<file path="src/rtl/spi_sram_pkg.sv">
// Shared types and constants for the SPI SRAM controller.
//   state_e       : controller FSM states
//   SPI_CMD_*     : 23LC512 instruction bytes
//   XFER_BITS     : bits per CS-framed transaction (cmd + addr + data)
//   spi_frame()   : builds the 32-bit outbound frame for one access
package spi_sram_pkg;

    typedef enum logic [1:0] {
        StIdle,
        StShift,
        StDone,
        StGap
    } state_e;

    localparam logic [7:0] SPI_CMD_READ  = 8'h03;
    localparam logic [7:0] SPI_CMD_WRITE = 8'h02;
    localparam int unsigned XFER_BITS    = 32;

    // Reads clock out zeros during the data byte; the SRAM ignores MOSI there.
    function automatic logic [31:0] spi_frame(input logic       is_write,
                                              input logic [15:0] addr,
                                              input logic [7:0]  wdata);
        logic [7:0] cmd;
        cmd = is_write ? SPI_CMD_WRITE : SPI_CMD_READ;
        return {cmd, addr, (is_write ? wdata : 8'h00)};
    endfunction

endpackage

</file>
<file path="src/rtl/spi_sclk_div.sv">
// SPI clock generator for mode 0.
//   clk, rst_n : system clock, async active-low reset
//   en         : run the divider; when low sclk is held low and the phase counter cleared
//   sclk       : registered SPI clock, CLK_DIV clk cycles per half-period
//   rise_tick  : high in the clk cycle whose closing edge drives sclk 0->1
//   fall_tick  : high in the clk cycle whose closing edge drives sclk 1->0
module spi_sclk_div #(
    parameter int unsigned CLK_DIV = 1
) (
    input  logic clk,
    input  logic rst_n,
    input  logic en,
    output logic sclk,
    output logic rise_tick,
    output logic fall_tick
);

    localparam int unsigned CntW = (CLK_DIV > 1) ? $clog2(CLK_DIV) : 1;
    localparam logic [CntW-1:0] CntMax = CntW'(CLK_DIV - 1);

    logic [CntW-1:0] cnt_q;
    logic            sclk_q;
    logic            half_done;

    always_comb begin
        half_done = en && (cnt_q == CntMax);
        rise_tick = half_done && !sclk_q;
        fall_tick = half_done && sclk_q;
        sclk      = sclk_q;
    end

    always_ff @(posedge clk or negedge rst_n) begin
        if (!rst_n) begin
            cnt_q  <= '0;
            sclk_q <= 1'b0;
        end else if (!en) begin
            cnt_q  <= '0;
            sclk_q <= 1'b0;
        end else if (half_done) begin
            cnt_q  <= '0;
            sclk_q <= ~sclk_q;
        end else begin
            cnt_q  <= cnt_q + 1'b1;
        end
    end

endmodule

</file>
<file path="src/rtl/spi_sram_ctrl.sv">
// Byte-access bridge from the CPU memory handshake to a 64KB SPI SRAM (23LC512, mode 0).
// Each accepted request becomes one CS-framed transaction: cmd(8) addr(16) data(8), MSB first.
//   clk, rst_n          : system clock, async active-low reset
//   mem_req             : request, sampled only while idle
//   mem_read, mem_write : operation qualifiers; write wins, neither means read
//   mem_addr, mem_wdata : latched when the request is accepted
//   mem_rdata           : last read byte, updated together with the mem_ready pulse
//   mem_ready           : one-cycle completion pulse
//   spi_cs_n, spi_sclk, spi_mosi, spi_miso : SRAM pins
module spi_sram_ctrl
    import spi_sram_pkg::*;
#(
    parameter int unsigned CLK_DIV = 1,
    parameter int unsigned CS_GAP  = 2
) (
    input  logic        clk,
    input  logic        rst_n,
    input  logic        mem_req,
    input  logic        mem_read,
    input  logic        mem_write,
    input  logic [15:0] mem_addr,
    input  logic [7:0]  mem_wdata,
    output logic [7:0]  mem_rdata,
    output logic        mem_ready,
    output logic        spi_cs_n,
    output logic        spi_sclk,
    output logic        spi_mosi,
    input  logic        spi_miso
);

    localparam int unsigned GapW = (CS_GAP > 1) ? $clog2(CS_GAP) : 1;
    localparam logic [GapW-1:0] GapMax = GapW'(CS_GAP - 1);
    localparam logic [4:0] LastBit = 5'(XFER_BITS - 1);

    state_e          state_q;
    logic [31:0]     tx_q;
    logic [7:0]      rx_q;
    logic [4:0]      bit_cnt_q;
    logic            op_write_q;
    logic [GapW-1:0] gap_cnt_q;
    logic            cs_n_q;
    logic            mosi_q;
    logic            ready_q;
    logic [7:0]      rdata_q;

    logic            req_write;
    logic [31:0]     tx_load;
    logic            sclk_en;
    logic            rise_tick;
    logic            fall_tick;

    // Write has priority; a request with neither qualifier is a read.
    always_comb begin
        req_write = 1'b0;
        case ({mem_write, mem_read})
            2'b10, 2'b11: req_write = 1'b1;
            default:      req_write = 1'b0;
        endcase
        tx_load = spi_frame(req_write, mem_addr, mem_wdata);
        sclk_en = (state_q == StShift);
    end

    spi_sclk_div #(
        .CLK_DIV (CLK_DIV)
    ) u_sclk_div (
        .clk       (clk),
        .rst_n     (rst_n),
        .en        (sclk_en),
        .sclk      (spi_sclk),
        .rise_tick (rise_tick),
        .fall_tick (fall_tick)
    );

    always_ff @(posedge clk or negedge rst_n) begin
        if (!rst_n) begin
            state_q    <= StIdle;
            tx_q       <= '0;
            rx_q       <= '0;
            bit_cnt_q  <= '0;
            op_write_q <= 1'b0;
            gap_cnt_q  <= '0;
            cs_n_q     <= 1'b1;
            mosi_q     <= 1'b0;
            ready_q    <= 1'b0;
            rdata_q    <= 8'h00;
        end else begin
            unique case (state_q)
                StIdle: begin
                    if (mem_req) begin
                        tx_q       <= tx_load;
                        op_write_q <= req_write;
                        bit_cnt_q  <= '0;
                        cs_n_q     <= 1'b0;
                        mosi_q     <= tx_load[31];
                        state_q    <= StShift;
                    end
                end
                StShift: begin
                    // MISO is stable here: the SRAM changed it on the previous sclk fall.
                    if (rise_tick) begin
                        rx_q <= {rx_q[6:0], spi_miso};
                    end
                    if (fall_tick) begin
                        if (bit_cnt_q == LastBit) begin
                            mosi_q  <= 1'b0;
                            ready_q <= 1'b1;
                            if (!op_write_q) begin
                                rdata_q <= rx_q;
                            end
                            state_q <= StDone;
                        end else begin
                            tx_q      <= {tx_q[30:0], 1'b0};
                            mosi_q    <= tx_q[30];
                            bit_cnt_q <= bit_cnt_q + 1'b1;
                        end
                    end
                end
                StDone: begin
                    ready_q   <= 1'b0;
                    cs_n_q    <= 1'b1;
                    gap_cnt_q <= '0;
                    state_q   <= StGap;
                end
                StGap: begin
                    // cs_n stays high through GAP plus the IDLE sampling cycle.
                    if (gap_cnt_q == GapMax) begin
                        state_q <= StIdle;
                    end else begin
                        gap_cnt_q <= gap_cnt_q + 1'b1;
                    end
                end
                default: state_q <= StIdle;
            endcase
        end
    end

    always_comb begin
        spi_cs_n  = cs_n_q;
        spi_mosi  = mosi_q;
        mem_ready = ready_q;
        mem_rdata = rdata_q;
    end

endmodule

</file>
<file path="config.mk">
export PLATFORM = sky130hd
export DESIGN_NAME = spi_sram_ctrl
export DESIGN_NICKNAME = d
export VERILOG_FILES = /design/src/rtl/spi_sram_pkg.sv /design/src/rtl/spi_sclk_div.sv /design/src/rtl/spi_sram_ctrl.sv
export SDC_FILE = /design/constraint.sdc
export NUM_CORES = 1
export LEC_CHECK = 0
export CAP_MARGIN = 20
export CORE_MARGIN = 4
export CORE_UTILIZATION = 54
export DETAILED_ROUTE_END_ITERATION = 7
export GPL_ROUTABILITY_DRIVEN = 0
export PLACE_DENSITY = 0.79
export SLEW_MARGIN = 0
export SYNTH_ARGS = -nofsm -noshare
export SYNTH_HDL_FRONTEND = slang
export SYNTH_SLANG_ARGS = --single-unit
</file>
<file path="constraint.sdc">
create_clock -name clk -period 2.6 [get_ports clk]
set_input_delay 0.78 -clock clk [delete_from_list [all_inputs] [get_ports clk]]
set_output_delay 0.78 -clock clk [all_outputs]
set_load 0.01 [all_outputs]
</file>
; Yosys cells after proc, flatten, opt, wreduce, memory -nomap -nowiden
; Index checks and enable logic that the tools add are counted.
[totals]
regBits = 61
latch_bits = 0
ram_bits = 0
romBits = 0
inputBits = 30
output_inout_bits = 12
word_cells = 79
n_memories = 0
[classes]
add_sub_neg = 3
n_mul = 0
div = 0
magnitude_cmp = 0
eq_ne = 12
shift = 0
mux = 31
n_bitwise = 3
reduce_logical = 18
[op_table]
columns = cell, n
row1 = 2-to-1 mux 31 bit, 3
row2 = case mux 31 bit (2 select lines), 1
row3 = 2-to-1 mux 5 bit, 3
row4 = 2-to-1 mux 1 bit, 13
row5 = inequality test 2 bit (second input constant), 6
row6 = AND reduction 4 bit, 3
row7 = case mux 5 bit (2 select lines), 1
row8 = == test 2 bit (second input constant), 4
row9 = 2-to-1 mux 2 bit, 4
row10 = 2-to-1 mux 8 bit, 1
row11 = case mux 1 bit (2 select lines), 4
row12 = case mux 2 bit (4 select lines), 1
row13 = nonzero test 2 bit, 4
row14 = AND reduction 2 bit, 3
row15 = AND reduction 3 bit, 2
row16 = adder 5 x 1 -> 5 bit (second input constant), 1
row17 = == test 5 bit (second input constant), 1
row18 = logical AND 1 bit, 3
row19 = inverter 1 bit, 3
row20 = adder 1 bit (second input constant), 2
row21 = == test 2 x 1 -> 1 bit (second input constant), 1
row22 = logical NOT 2 bit, 1
row23 = OR reduction 2 bit, 1
row24 = logical NOT 1 bit, 1

; Depth between registers and ports, before layout
[logic_depth]
ltp_word = 6
depth_mapped = 8
mapped_depth_nobuf = 6

; Hierarchy
; A second synthesis with hierarchy kept.
[hier_totals]
hier_cells = 200
hier_area_um2 = 2790.2
[modules_own_cells]
columns = module, n_inst, cells_each, area_each_um2, seq_area_each_um2
row1 = spi_sram_ctrl, 1, 193, 2703.8, 1477.7
row2 = spi_sclk_div, 1, 7, 86.3, 50.0

; Worst setup path before layout
; No wires, ideal clock.
[synth_path]
path_kind = register to register
start = register bit_cnt_q[0]
end = register tx_q[16]
setup_time_ns = 0.125
arrival_time_ns = 1.877
required_time_ns = 2.475
slack_ns = 0.598
path_stages_with_launch = 9
n_path_buf = 2
synth_period_minus_slack_ns = 2.002
path_cell_list = dfrtp_1 ha_1 and3_1 ha_1 nor3b_2 o21a_1 buf_6 buf_6 mux2_4
[synth_between]
elab_chain_cells = 3
[synth_lines]
columns = item, line
row1 = from (decl), spi_sram_ctrl.sv:38  ; logic [4:0] bit_cnt_q;
row2 = from (signal assigned), spi_sram_ctrl.sv:114  ; bit_cnt_q <= bit_cnt_q + 1'b1;
row3 = == test 5 bit, spi_sram_ctrl.sv:104  ; if (bit_cnt_q == LastBit) begin
row4 = inequality test 2 bit (no source line), -
row5 = AND reduction 4 bit (no source line), -
row6 = to (signal assigned), spi_sram_ctrl.sv:90  ; tx_q <= tx_load;
row7 = to (signal assigned), spi_sram_ctrl.sv:112  ; tx_q <= {tx_q[30:0], 1'b0};
row8 = to (decl), spi_sram_ctrl.sv:36  ; logic [31:0] tx_q;
; No other way between the ends.
; A chain may end at the register's enable or synchronous reset.

; Final worst setup path
[layout_path]
start = register cs_n_q (netlist: spi_cs_n)
end = output spi_cs_n
[layout_rtl]
columns = item, line
row1 = from (decl), spi_sram_ctrl.sv:41  ; logic cs_n_q;
row2 = from (signal assigned), spi_sram_ctrl.sv:82  ; cs_n_q <= 1'b1;
row3 = from (signal assigned), spi_sram_ctrl.sv:93  ; cs_n_q <= 1'b0;
row4 = from (signal assigned), spi_sram_ctrl.sv:120  ; cs_n_q <= 1'b1;
row5 = to (decl), spi_sram_ctrl.sv:25  ; output logic spi_cs_n,
; No word-level cell between the ends.

==> results.sh <==
export IMPL_synth_cell_types=46
export IMPL_clock_latency_ns=0.33
export IMPL_drive_gt1_share_pct=30.97
export IMPL_htree_levels=3
export IMPL_drtAntennaViolNets=0
export IMPL_cp_arrival_ns=1.41
export IMPL_setup_worst_path_end_class="primary output"
export IMPL_cts_root_buf="clkbuf_8"
export IMPL_synth_top_area_share_pct=51.84
export IMPL_grt_max_degree=62
export IMPL_relSlewSlack_pct=55.24
export IMPL_utilization_pct=69.96
export IMPL_hold_viol=0
export IMPL_fill_cells=407
export IMPL_path_cells="clkdlybuf4s50_1"
export IMPL_synth_common_cells="dfrtp_1, mux2_2, inv_1"
export IMPL_ys_ff_latch=61
export IMPL_die_area_sq_um=6600
export IMPL_cts_sinks=61
export IMPL_avgRoutedWirePerCell_um=15.10
export IMPL_drv_cap=0
export IMPL_drt_initial_drc_count=99
export IMPL_cts_resized=0
export IMPL_reg2reg_to="tx_q[2]$_DFFE_PN0P_"
export IMPL_areaGrowthSynthToFinish_pct=24.15
export IMPL_timing_final_crit_share_pct=84.32
export IMPL_synth_seq_area_share_pct=52.74
export IMPL_cts_path_max_buffers=2
export IMPL_hp_class="input pin to async pin"
export IMPL_r2r_start="bit_cnt_q[0]$_DFFE_PN0P_"
export IMPL_finalNonFillerCells=338
export IMPL_min_period_ns=2.192
export IMPL_async_flop_share_pct=100.0
export IMPL_max_freq_mhz=456.1
export IMPL_overflow=0
export IMPL_initial_core_util_pct=56.35
export IMPL_cts_tree="built"
export IMPL_coreArea_sq_um=5140
export IMPL_rows=26
export IMPL_grt_usage_pct=17.94
export IMPL_cp_num_buf_inv=1
export IMPL_wl_mm=5.105
export IMPL_combPwrFrac_pct=40.3
export IMPL_synth_edf_count=0
export IMPL_synth_cells=214
export IMPL_cellInternalPower_w=0.002650
export IMPL_p_sw_w=0.001204
export IMPL_vdd_drop_max_v=0.0005993
export IMPL_ctsHoldBuffers=0
export IMPL_power_w=0.003853
export IMPL_swShare_pct=31.23
export IMPL_ioPinCount=42
export IMPL_synth_nets=251
export IMPL_p_leak_nw=1.637
export IMPL_drc_errors=0
export IMPL_reg2regPathDepth=6
export IMPL_vias=1829
export IMPL_maxSlewViolCount=0
export IMPL_synth_largest_area_cell="dfrtp_1"
export IMPL_nets=300
export IMPL_antenna_found_initial=0
export IMPL_cts_clk_slew_worst_paths_ns=0.06
export IMPL_p_clk_share_pct=20.9
export IMPL_synth_most_common_cell="dfrtp_1"
export IMPL_crit_path_max_fanout=3
export IMPL_hpwl_mm=3.471
export IMPL_skew_ns=0.005278
export IMPL_critPathTopFamily="flip-flops"
export IMPL_setup_viol=0
export IMPL_rsz0062_at_grt="false"
export IMPL_critical_path_class="flip-flop to primary output"
export IMPL_die_w_um=81.24
export IMPL_avgSynthCellArea_sq_um=13.54
export IMPL_via_per_inst=5.411
export IMPL_first_global_vias=1856
export IMPL_final_area_sq_um=3596
export IMPL_endpoint="spi_cs_n"
export IMPL_worst_pin_slew_ns=0.6670
export IMPL_die_h_um=81.24
export IMPL_p_per_area_nw_per_um2=1072
export IMPL_critPathLaunch="spi_cs_n$_DFFE_PN1P_"
export IMPL_cp_depth=1
export IMPL_placed_cell_area_sq_um=3402
export IMPL_diodes=0
export IMPL_syn_area_sq_um=2897
export IMPL_slowest_stage="dfstp_2"
export IMPL_firstDrtPassIters=6
export IMPL_grt_pass1_wl_mm=8.783
export IMPL_post_cts_buffers=0
export IMPL_placed_cells=322
export IMPL_worst_setup_path_start_kind="flip-flop"
export IMPL_status="complete, no violations"
export IMPL_worstPathRequired_ns=1.82
export IMPL_yosysWarnings=0
export IMPL_rrSetupSlack_ns=0.41
export IMPL_p_seq_share_pct=38.7
export IMPL_synthTopCellsByArea="dfrtp_1, mux2_2, mux2_4, ha_1, a22o_1"
export IMPL_synthFlopType="dfrtp_1"
export IMPL_cts_made_buffers=9
export IMPL_slowest_delay_ns=0.55
export IMPL_io_buffers=40
[cell type report]
class,count,area (sq um),share of cell area (%)
clock buffers,11,141.4,3.932
clock inverters,5,50.05,1.392
inverters,12,45.04,1.253
multi-input cells,132,1271,35.35
flip-flops and latches,61,1528,42.48
well taps,70,87.58,2.436
repair buffers,47,473.0,13.15
[how the worst min path moves through the flow]
| stage | slack, ns | from | end |
|---|---|---|---|
| 2_1_floorplan | 0.45 | gap_cnt_q$_DFFE_PN0P_ | gap_cnt_q$_DFFE_PN0P_ |
| 5_1_grt | 0.45 | rst_n | mem_rdata[5]$_DFFE_PN0P_ |
| 3_3_place_gp | 0.47 | gap_cnt_q$_DFFE_PN0P_ | gap_cnt_q$_DFFE_PN0P_ |
| 4_1_cts | 0.45 | rst_n | tx_q[3]$_DFFE_PN0P_ |
| 3_5_place_dp | 0.47 | gap_cnt_q$_DFFE_PN0P_ | gap_cnt_q$_DFFE_PN0P_ |
| 6_report | 0.45 | rst_n | tx_q[2]$_DFFE_PN0P_ |
[per-stage QoR]
stage	setup WS (ns)	hold slack, ns	TNS, ns
floorplan	0.5982	0.4538	0
global placement	-0.1057	0.4659	-0.7576
detailed placement	-0.1390	0.4695	-0.9891
CTS	0.06976	0.4532	0
global route	0.2278	0.4550	0
finish	0.4076	0.4467	0
[layer usage]
layer / wire length (um) / global-route usage (%) / vias up
li1: - / - / 889
met1: 2432 / 24.56 / 899
met2: 2347 / 25.86 / 31
met3: 233 / 4.989 / 10
met4: 91 / 9.628 / 0
met5: 0 / 0 / -
[kinds of logic after synthesis]
logic type | count (synthesis) | synth area share, %
simple gates | 27 | 6.178
compound gates | 39 | 10.93
fa+ha+maj | 7 | 3.024
mux | 56 | 22.94
buf+inv | 21 | 3.455
flops | 61 | 52.74
other cells | 1 | 0.1295
xor+xnor | 2 | 0.6049
[flip-flops by register name, summed over array words and instances, names as in the netlist]
name / count
u_sclk_div.sclk: 1
op_write_q: 1
state_q: 2
tx_q: 31
spi_mosi: 1
mem_ready: 1
rx_q: 8
u_sclk_div.cnt_q: 1
gap_cnt_q: 1
mem_rdata: 8
bit_cnt_q: 5
spi_cs_n: 1
[power groups by stage]
stage	clock (W)	combinational [W]	sequential (W)
global route	0.000878	0.00171	0.00154
CTS	0.000832	0.00157	0.00149
global placement	0	0.00152	0.00150
finish	0.000806	0.00155	0.00149
floorplan	0	0.00126	0.00145
detailed placement	0	0.00157	0.00151
[layout by cell type, fill, tap and decap left out, drive strengths merged, types with 2 or more instances in the layout]
master	netlist	layout
mux2i	3	3
clkbuf	4	11
o22ai	7	7
clkinv	0	4
ha	7	7
buf	5	8
nor3b	2	2
nor3	2	2
and2	7	7
a22o	9	9
a211o	2	2
nor2b	2	2
a222oi	7	7
dfrtp	60	60
clkdlybuf4s50	0	39
nand2	2	2
o21ai	4	4
a21oi	2	2
o32a	2	2
nor2	5	5
mux2	53	53
inv	12	12
Note: power is estimated with default switching activity, not from simulation.
